[src/rtl/adder_share_ctrl_if.sv]
// Request/response bundle between the ALU issue logic and the shared-adder arbiter.
// The slave modport is the arbiter side and the master modport is the issue/consumer side.
interface adder_share_ctrl_if #(
    parameter int CNT_W = 8
);
    logic              req0_valid;
    logic              req0_ready;
    logic [31:0]       req0_a;
    logic [31:0]       req0_b;
    logic              req0_cin;
    logic              req0_wide;

    logic              req1_valid;
    logic              req1_ready;
    logic [31:0]       req1_a;
    logic [31:0]       req1_b;
    logic              req1_cin;
    logic              req1_wide;

    logic              rsp_valid;
    logic              rsp_ready;
    logic              rsp_id;
    logic [31:0]       rsp_sum;
    logic              rsp_cout;

    logic              busy;
    logic [CNT_W-1:0]  op_count;

    modport slave (
        input  req0_valid, req0_a, req0_b, req0_cin, req0_wide,
        output req0_ready,
        input  req1_valid, req1_a, req1_b, req1_cin, req1_wide,
        output req1_ready,
        output rsp_valid, rsp_id, rsp_sum, rsp_cout,
        input  rsp_ready,
        output busy, op_count
    );

    modport master (
        output req0_valid, req0_a, req0_b, req0_cin, req0_wide,
        input  req0_ready,
        output req1_valid, req1_a, req1_b, req1_cin, req1_wide,
        input  req1_ready,
        input  rsp_valid, rsp_id, rsp_sum, rsp_cout,
        output rsp_ready,
        input  busy, op_count
    );
endinterface

[src/rtl/adder_share_ctrl.sv]
// Round-robin arbiter that time-shares one 16-bit adder core between two requesters.
// Wide adds run as two passes (low half, then high half) with the carry held in between.
module adder_share_ctrl #(
    parameter int CNT_W = 8
) (
    input  logic               clk,
    input  logic               reset,
    adder_share_ctrl_if.slave  bus
);

    typedef enum logic [1:0] {IDLE, LO, HI, DONE} state_e;

    state_e            state_q, state_d;
    logic              ptr_q, ptr_d;
    logic [31:0]       a_q, a_d;
    logic [31:0]       b_q, b_d;
    logic [31:0]       sum_q, sum_d;
    logic              cin_q, cin_d;
    logic              wide_q, wide_d;
    logic              id_q, id_d;
    logic              carry_q, carry_d;
    logic [CNT_W-1:0]  opCount_q, opCount_d;

    logic [15:0]       coreA, coreB, coreSum;
    logic              coreCin, coreCout;
    logic              grantAny, grantId;
    logic              ready0, ready1;

    // The shared 16-bit core; this block is its only source of operands.
    assign {coreCout, coreSum} = {1'b0, coreA} + {1'b0, coreB} + {16'b0, coreCin};

    // A lone requester always wins; on contention the pointer picks the winner.
    assign grantAny = bus.req0_valid | bus.req1_valid;
    assign grantId  = bus.req1_valid & (~bus.req0_valid | ptr_q);

    always_comb begin
        state_d   = state_q;
        ptr_d     = ptr_q;
        a_d       = a_q;
        b_d       = b_q;
        sum_d     = sum_q;
        cin_d     = cin_q;
        wide_d    = wide_q;
        id_d      = id_q;
        carry_d   = carry_q;
        opCount_d = opCount_q;
        coreA     = 16'h0000;
        coreB     = 16'h0000;
        coreCin   = 1'b0;
        ready0    = 1'b0;
        ready1    = 1'b0;

        case (state_q)
            IDLE: begin
                if (grantAny) begin
                    ready0  = ~grantId;
                    ready1  = grantId;
                    a_d     = grantId ? bus.req1_a    : bus.req0_a;
                    b_d     = grantId ? bus.req1_b    : bus.req0_b;
                    cin_d   = grantId ? bus.req1_cin  : bus.req0_cin;
                    wide_d  = grantId ? bus.req1_wide : bus.req0_wide;
                    id_d    = grantId;
                    ptr_d   = ~grantId;
                    state_d = LO;
                end
            end
            LO: begin
                coreA         = a_q[15:0];
                coreB         = b_q[15:0];
                coreCin       = cin_q;
                sum_d[15:0]   = coreSum;
                carry_d       = coreCout;
                if (wide_q) begin
                    state_d = HI;
                end else begin
                    sum_d[31:16] = 16'h0000;
                    state_d      = DONE;
                end
            end
            HI: begin
                coreA         = a_q[31:16];
                coreB         = b_q[31:16];
                coreCin       = carry_q;
                sum_d[31:16]  = coreSum;
                carry_d       = coreCout;
                state_d       = DONE;
            end
            DONE: begin
                if (bus.rsp_ready) begin
                    opCount_d = opCount_q + 1'b1;
                    state_d   = IDLE;
                end
            end
            default: state_d = IDLE;
        endcase
    end

    always_ff @(posedge clk) begin
        if (reset) begin
            state_q   <= IDLE;
            ptr_q     <= 1'b0;
            a_q       <= '0;
            b_q       <= '0;
            sum_q     <= '0;
            cin_q     <= 1'b0;
            wide_q    <= 1'b0;
            id_q      <= 1'b0;
            carry_q   <= 1'b0;
            opCount_q <= '0;
        end else begin
            state_q   <= state_d;
            ptr_q     <= ptr_d;
            a_q       <= a_d;
            b_q       <= b_d;
            sum_q     <= sum_d;
            cin_q     <= cin_d;
            wide_q    <= wide_d;
            id_q      <= id_d;
            carry_q   <= carry_d;
            opCount_q <= opCount_d;
        end
    end

    // Outputs are forced low while reset is held so nothing leaks out before state settles.
    assign bus.req0_ready = ready0 & ~reset;
    assign bus.req1_ready = ready1 & ~reset;
    assign bus.rsp_valid  = (state_q == DONE) & ~reset;
    assign bus.rsp_sum    = bus.rsp_valid ? sum_q : 32'h0000_0000;
    assign bus.rsp_cout   = bus.rsp_valid & carry_q;
    assign bus.rsp_id     = bus.rsp_valid & id_q;
    assign bus.busy       = (state_q != IDLE) & ~reset;
    assign bus.op_count   = reset ? '0 : opCount_q;

endmodule

[src/flat_wrapper.sv]
// flat-port wrapper written by rule: the top's interface ports become plain ports
module adder_share_ctrl_flat 
#(
    parameter int CNT_W = 8
)
  (clk, reset, bus_req0_valid, bus_req0_a, bus_req0_b, bus_req0_cin, bus_req0_wide, bus_req0_ready, bus_req1_valid, bus_req1_a, bus_req1_b, bus_req1_cin, bus_req1_wide, bus_req1_ready, bus_rsp_valid, bus_rsp_id, bus_rsp_sum, bus_rsp_cout, bus_rsp_ready, bus_busy, bus_op_count);
  adder_share_ctrl_if #(.CNT_W(CNT_W)) bus_i ();
  input  logic clk;
  input  logic reset;
  input wire logic [$bits(bus_i.req0_valid)-1:0] bus_req0_valid;
  input wire logic [$bits(bus_i.req0_a)-1:0] bus_req0_a;
  input wire logic [$bits(bus_i.req0_b)-1:0] bus_req0_b;
  input wire logic [$bits(bus_i.req0_cin)-1:0] bus_req0_cin;
  input wire logic [$bits(bus_i.req0_wide)-1:0] bus_req0_wide;
  output wire logic [$bits(bus_i.req0_ready)-1:0] bus_req0_ready;
  input wire logic [$bits(bus_i.req1_valid)-1:0] bus_req1_valid;
  input wire logic [$bits(bus_i.req1_a)-1:0] bus_req1_a;
  input wire logic [$bits(bus_i.req1_b)-1:0] bus_req1_b;
  input wire logic [$bits(bus_i.req1_cin)-1:0] bus_req1_cin;
  input wire logic [$bits(bus_i.req1_wide)-1:0] bus_req1_wide;
  output wire logic [$bits(bus_i.req1_ready)-1:0] bus_req1_ready;
  output wire logic [$bits(bus_i.rsp_valid)-1:0] bus_rsp_valid;
  output wire logic [$bits(bus_i.rsp_id)-1:0] bus_rsp_id;
  output wire logic [$bits(bus_i.rsp_sum)-1:0] bus_rsp_sum;
  output wire logic [$bits(bus_i.rsp_cout)-1:0] bus_rsp_cout;
  input wire logic [$bits(bus_i.rsp_ready)-1:0] bus_rsp_ready;
  output wire logic [$bits(bus_i.busy)-1:0] bus_busy;
  output wire logic [$bits(bus_i.op_count)-1:0] bus_op_count;
  assign bus_i.req0_valid = bus_req0_valid;
  assign bus_i.req0_a = bus_req0_a;
  assign bus_i.req0_b = bus_req0_b;
  assign bus_i.req0_cin = bus_req0_cin;
  assign bus_i.req0_wide = bus_req0_wide;
  assign bus_req0_ready = bus_i.req0_ready;
  assign bus_i.req1_valid = bus_req1_valid;
  assign bus_i.req1_a = bus_req1_a;
  assign bus_i.req1_b = bus_req1_b;
  assign bus_i.req1_cin = bus_req1_cin;
  assign bus_i.req1_wide = bus_req1_wide;
  assign bus_req1_ready = bus_i.req1_ready;
  assign bus_rsp_valid = bus_i.rsp_valid;
  assign bus_rsp_id = bus_i.rsp_id;
  assign bus_rsp_sum = bus_i.rsp_sum;
  assign bus_rsp_cout = bus_i.rsp_cout;
  assign bus_i.rsp_ready = bus_rsp_ready;
  assign bus_busy = bus_i.busy;
  assign bus_op_count = bus_i.op_count;
  adder_share_ctrl #(.CNT_W(CNT_W)) u_core (.clk(clk), .reset(reset), .bus(bus_i));
endmodule
[config.mk]
export PLATFORM = sky130hd
export DESIGN_NAME = adder_share_ctrl_flat
export DESIGN_NICKNAME = d
export VERILOG_FILES = /design/src/rtl/adder_share_ctrl_if.sv /design/src/rtl/adder_share_ctrl.sv /design/src/flat_wrapper.sv
export SDC_FILE = /design/constraint.sdc
export NUM_CORES = 1
export LEC_CHECK = 0
export CAP_MARGIN = 20
export CORE_MARGIN = 2
export CORE_UTILIZATION = 40
export DETAILED_ROUTE_END_ITERATION = 8
export GPL_TIMING_DRIVEN = 0
export PLACE_DENSITY_LB_ADDON = 0.25
export SLEW_MARGIN = 20
export SYNTH_ARGS = -nofsm -noshare
export SYNTH_HDL_FRONTEND = slang
export SYNTH_SLANG_ARGS = --single-unit
[constraint.sdc]
create_clock -name clk -period 3.6 [get_ports clk]
set_input_delay 0.9 -clock clk [delete_from_list [all_inputs] [get_ports clk]]
set_output_delay 0.9 -clock clk [all_outputs]
set_load 0.02 [all_outputs]
== Word-level counts from Yosys, hierarchy flattened ==
Index checks and enable logic that the tools add are counted.
Storage, ports and cells
  input bits: 137
  register bits after elaboration: 111
  logic and storage cells: 59
Operators by class
  reduce and logical (&&, ||, !) cells: 8
  bitwise gates (word level): 12
  multiplexer cells: 19
  add/sub/neg operators: 3
  eq/ne operators: 6
Operators by type and width (number)
  32-bit two-way mux: 3
  16-bit case mux with 2 select lines: 3
  16-bit by 16-bit adder with 17-bit output: 1
  17-bit by 1-bit adder with 17-bit output: 1
  16-bit two-way mux: 1
  8-bit by 1-bit adder with 8-bit output (second input constant): 1
  8-bit two-way mux: 1
  2-bit case mux with 4 select lines: 1
  2-bit AND reduction: 4
  1-bit bitwise AND: 7
  1-bit two-way mux: 7
  2-bit == test (second input constant): 2
  2-bit two-way mux: 2
  2-bit inequality test (second input constant): 2
  2-bit nonzero test: 2
  1-bit NOT: 3
  2-bit by 1-bit == test with 1-bit output (second input constant): 1
  2-bit logical NOT: 1
  2-bit by 1-bit inequality test with 1-bit output (second input constant): 1
  1-bit OR: 2
  1-bit case mux with 2 select lines: 1
  2-bit OR reduction: 1

== Longest topological paths before layout ==
  depth after elaboration: 7
  mapped depth: 16
  depth with buffers taken out: 13

== Worst setup path after synthesis ==
Ideal clock, no wire load.
  kind: reg-to-reg
  start: reg u_core.state_q[0]
  end: reg u_core.sum_q[12]
  path slack: 200 ps
  data required time: 3478 ps
  arrival: 3278 ps
  cell stages (with the launch flop): 16
  period minus slack after synthesis: 3400 ps
  path through: dfxtp_1 > inv_1 > ha_1 > clkbuf_1 > buf_1 > a22o_1 > nand2_1 > fa_1 > fa_1 > and2b_1 > o2111ai_1 > a21oi_1 > nor2_1 > nor2_1 > mux2i_1 > a311o_1
Between the ends
  cells in the longest elaborated chain, start to end: 4
  elaborated cells on any way between the ends: 7
RTL lines
  from (decl): RTL line adder_share_ctrl.sv:13  | state_e state_q, state_d;
  from (signal assigned): RTL line adder_share_ctrl.sv:111  | state_q <= state_d;
  2-bit == test / 2-bit by 1-bit == test with 1-bit output (equally long branches): RTL line adder_share_ctrl.sv:53  | case (state_q)
  16-bit case mux with 2 select lines: RTL line adder_share_ctrl.sv:53
  16-bit by 16-bit adder with 17-bit output: RTL line adder_share_ctrl.sv:30  | assign {coreCout, coreSum} = {1'b0, coreA} + {1'b0, coreB} + {16'b0, coreCin};
  17-bit by 1-bit adder with 17-bit output: RTL line adder_share_ctrl.sv:30
  to (signal assigned): RTL line adder_share_ctrl.sv:115  | sum_q <= sum_d;
  to (decl): RTL line adder_share_ctrl.sv:17  | logic [31:0] sum_q, sum_d;
Parallel ways exist; a longest one is shown, timed or not.
A chain may end at the register's enable or synchronous reset.

== Final worst setup path ==
  start: in reset
  end: out bus_op_count[4]
Between the ends
  cells in the longest elaborated chain, start to end: 1
RTL lines
  from (decl): RTL line flat_wrapper.sv:9  | input logic reset;
  8-bit two-way mux: RTL line adder_share_ctrl.sv:132  | assign bus.op_count = reset ? '0 : opCount_q;
  to (decl): RTL line flat_wrapper.sv:28  | output wire logic [$bits(bus_i.op_count)-1:0] bus_op_count;
No other way between the ends.

==> out/qor.txt <==
Period utilization = 97.7%
Post-Synth Adder-Cell Area = 4.88%
Worst path most repeated cell = clkdlybuf4s50_1
Worst Path Required = 2700 ps
Crit path largest cell delay = 540 ps
Slowest CP cell = clkdlybuf4s50_1
Initial Utilization = 40.9%
Post-route ant nets = 0
Post-synthesis compound-gate area fraction = 20.4%
Layout area overhead = 40.8%
Top-count cell post-synth = dfxtp_1
Reg2reg start = u_core.state_q[1]$_SDFFE_PP0P_
Outcome = complete, no violations
Main synth FF type = dfxtp_1
Clock Pin Slew Worst Setup and Hold Paths = 70 ps
Worst Clk Skew = 9.95 ps
DR pass1 iterations = 6
Top-area cell type share of the netlist area = 37.4%
Reg2Reg Depth = 14
Yosys reg bits = 111
Non-Filler Instances = 1066
Die Area = 15800 um^2
Mapped Area = 5940 um^2
CTS buffer count = 9
Core Rows = 44
Vias = 5572
Area of the multi-input gates = 3490 um^2
H-tree depth = 3
Mux share of post-synthesis cell area = 9.94%
Final RePlAce weighted congestion = 0.902
Area leader, netlist = dfxtp_1
Maximum vdd drop = 0.300 mV
Grt ovf = 0
Gr usage total = 21.0%
HPWL after DPL = 13300 um
Arrival time worst endpoint = 2620 ps
Post-Synth XOR/XNOR Area = 2.65%
CTS Buffer Depth = 2
Pin count of the biggest net entering global routing = 19
Netlist cell types = 46
Root Driver = clkbuf_16
Placed Cells = 1052
Worst setup EP type = output port
Final setup viols = 0
RSZ-0062 raised after global routing = yes
Largest cells by area after synthesis = dfxtp_1, mux2i_1, a211oi_1
Crit start category = primary input
Synth Net Count = 845
CP max FO = 10
Worst Hold Launch = u_core.sum_q[31]$_SDFFE_PP0P_
Most common library cells after synthesis = dfxtp_1, nor2_1, mux2i_1
Critical path class = primary input to output port
Remaining DRCs = 0
Post-synthesis simple-gate area fraction = 20.0%
Slew @ Worst Pin = 744 ps
Mean area per synthesized cell = 8.66 um^2
Layout cells sized above 1 = 6.58%
Main combinational cell family by area after synthesis = compound AO/OA/AOI/OAI gates
Synth Warn # = 0
Post-Synthesis Cells = 686
CTS tree = yes
PD cells = 547 nW/um^2
Initial DRC count = 361
Sequential share of the synthesized area = 37.4%
Leakage power = 0.00359 uW
Antenna Diode Count = 0
Worst Hold Depth = 2
Worst-path cell chain = clkdlybuf4s50_1 > clkbuf_4 > buf_2 > nor2b_1 > clkdlybuf4s50_1
Hold Vio Cnt, Final = 0
Ports = 183
CP startpoint = reset
EDFF count, synth = 0
Slew margin rel. = 50.1%
Port Buffers = 182
Max_cap viols = 0
Core region area = 14500 um^2
Fmax = 284 MHz
Nets = 1036
# clock sinks = 111
Initial antenna violation count = 0
Final count of pins violating max slew = 0
FILL cells = 1372
DR WL/cell = 15.6 um
Die Y = 126 um
Ys async rst share = 0%
FF+latch area = 2220 um^2
Fin crit period = 3520 ps
Hold buffers post-CTS = 0
First-pass GRT wire length = 26900 um
Vias per inst = 5.23
Number of global-route vias before repair = 5360
Worst-skew pair later-pin latency = 350 ps
Die X = 126 um
Total power = 4580 uW
Final WL = 16600 um
Worst Hold Class = flip-flop to flip-flop
==> worst paths after layout <==
check	endpoint	slack [ps]
worst max-delay path	bus_op_count[4]	80
worst max register to register	u_core.sum_q[12]$_SDFFE_PP0N_	130
worst min register to register	u_core.sum_q[31]$_SDFFE_PP0P_	440
worst min-delay path	u_core.sum_q[31]$_SDFFE_PP0P_	440
==> power by group <==
group | internal [uW] | switching [uW] | total [uW]
clock | 566 | 460 | 1030
combinational | 796 | 1030 | 1830
sequential | 1540 | 187 | 1730
==> cell families (layout without fill, tap and decap cells) <==
family	Yosys count	in the layout
adder cells (fa/ha/maj)	22	22
flip-flops	111	111
AND/OR/NAND/NOR	247	247
XOR/XNOR	18	18
multiplexers	59	59
AO/OA/AOI/OAI	166	166
buffers and inverters	63	259
==> registers in the layout, summed over array words and instances (netlist names) <==
register          count
u_core.state_q        2
u_core.ptr_q          1
u_core.cin_q          1
u_core.opCount_q      8
u_core.a_q           32
u_core.b_q           32
u_core.sum_q         32
u_core.carry_q        1
u_core.id_q           1
u_core.wide_q         1
==> placed cells by master (no fill, tap or decap), types with 9 or more instances in the layout <==
cell / netlist / final
clkdlybuf4s50_1: 0 / 146
dfxtp_1: 111 / 111
nor2_1: 95 / 95
mux2i_1: 59 / 59
a211oi_1: 48 / 48
nand2_1: 47 / 47
a22oi_1: 44 / 44
nor2b_1: 41 / 40
and2_1: 39 / 39
dlygate4sd2_1: 0 / 32
clkbuf_1: 35 / 21
a21oi_1: 18 / 17
ha_1: 20 / 17
o21ai_0: 12 / 12
xnor2_1: 10 / 10
a22o_1: 9 / 9
a222oi_1: 9 / 9
clkbuf_16: 0 / 9
==> final cells by class <==
type                       count  area share, %
multi-input combinational    512           41.6
timing repair buffer         183           21.5
clock inverter                 5          0.762
buffer                        50           3.45
inverter                      10          0.448
clock buffer                  11           2.90
sequential                   111           26.5
tap                          184           2.75
==> per-stage QoR <==
step	hold slack (ps)	util (%)	worst slack (ps)	setup TNS (ps)	instance area, um^2
2_1_floorplan	416	-	200	0	5940
3_3_place_gp	427	55.0	-734	-29580	8000
3_5_place_dp	432	55.0	-726	-30540	8000
4_1_cts	449	57.4	0.0986	0	8340
5_1_grt	462	57.6	-45.3	-50.3	8370
6_report	444	57.6	84.4	0	8370
==> worst max-delay path, delay by kind of cell <==
family	cells	cell delay (ps)
AND/OR/NAND/NOR	1	80
buffers and inverters	4	1630
==> per-layer routing <==
layer | wire [um] | part of all wire, % | track usage, % | vias to the layer above
met5 | 0 | 0 | 0 | -
met4 | 444 | 2.7 | 8.08 | 0
met1 | 7700 | 46 | 28.7 | 2525
met3 | 973 | 5.9 | 3.10 | 30
met2 | 7490 | 45 | 33.5 | 190
li1 | - | - | - | 2827
==> timing repair <==
item | CTS | global route
gates resized for setup | 63 | 17
setup endpoints to repair | 69 | 22
buffers inserted | 1 | 0
pin swaps | 0 | 1
Note: power is estimated with default switching activity, not from simulation.
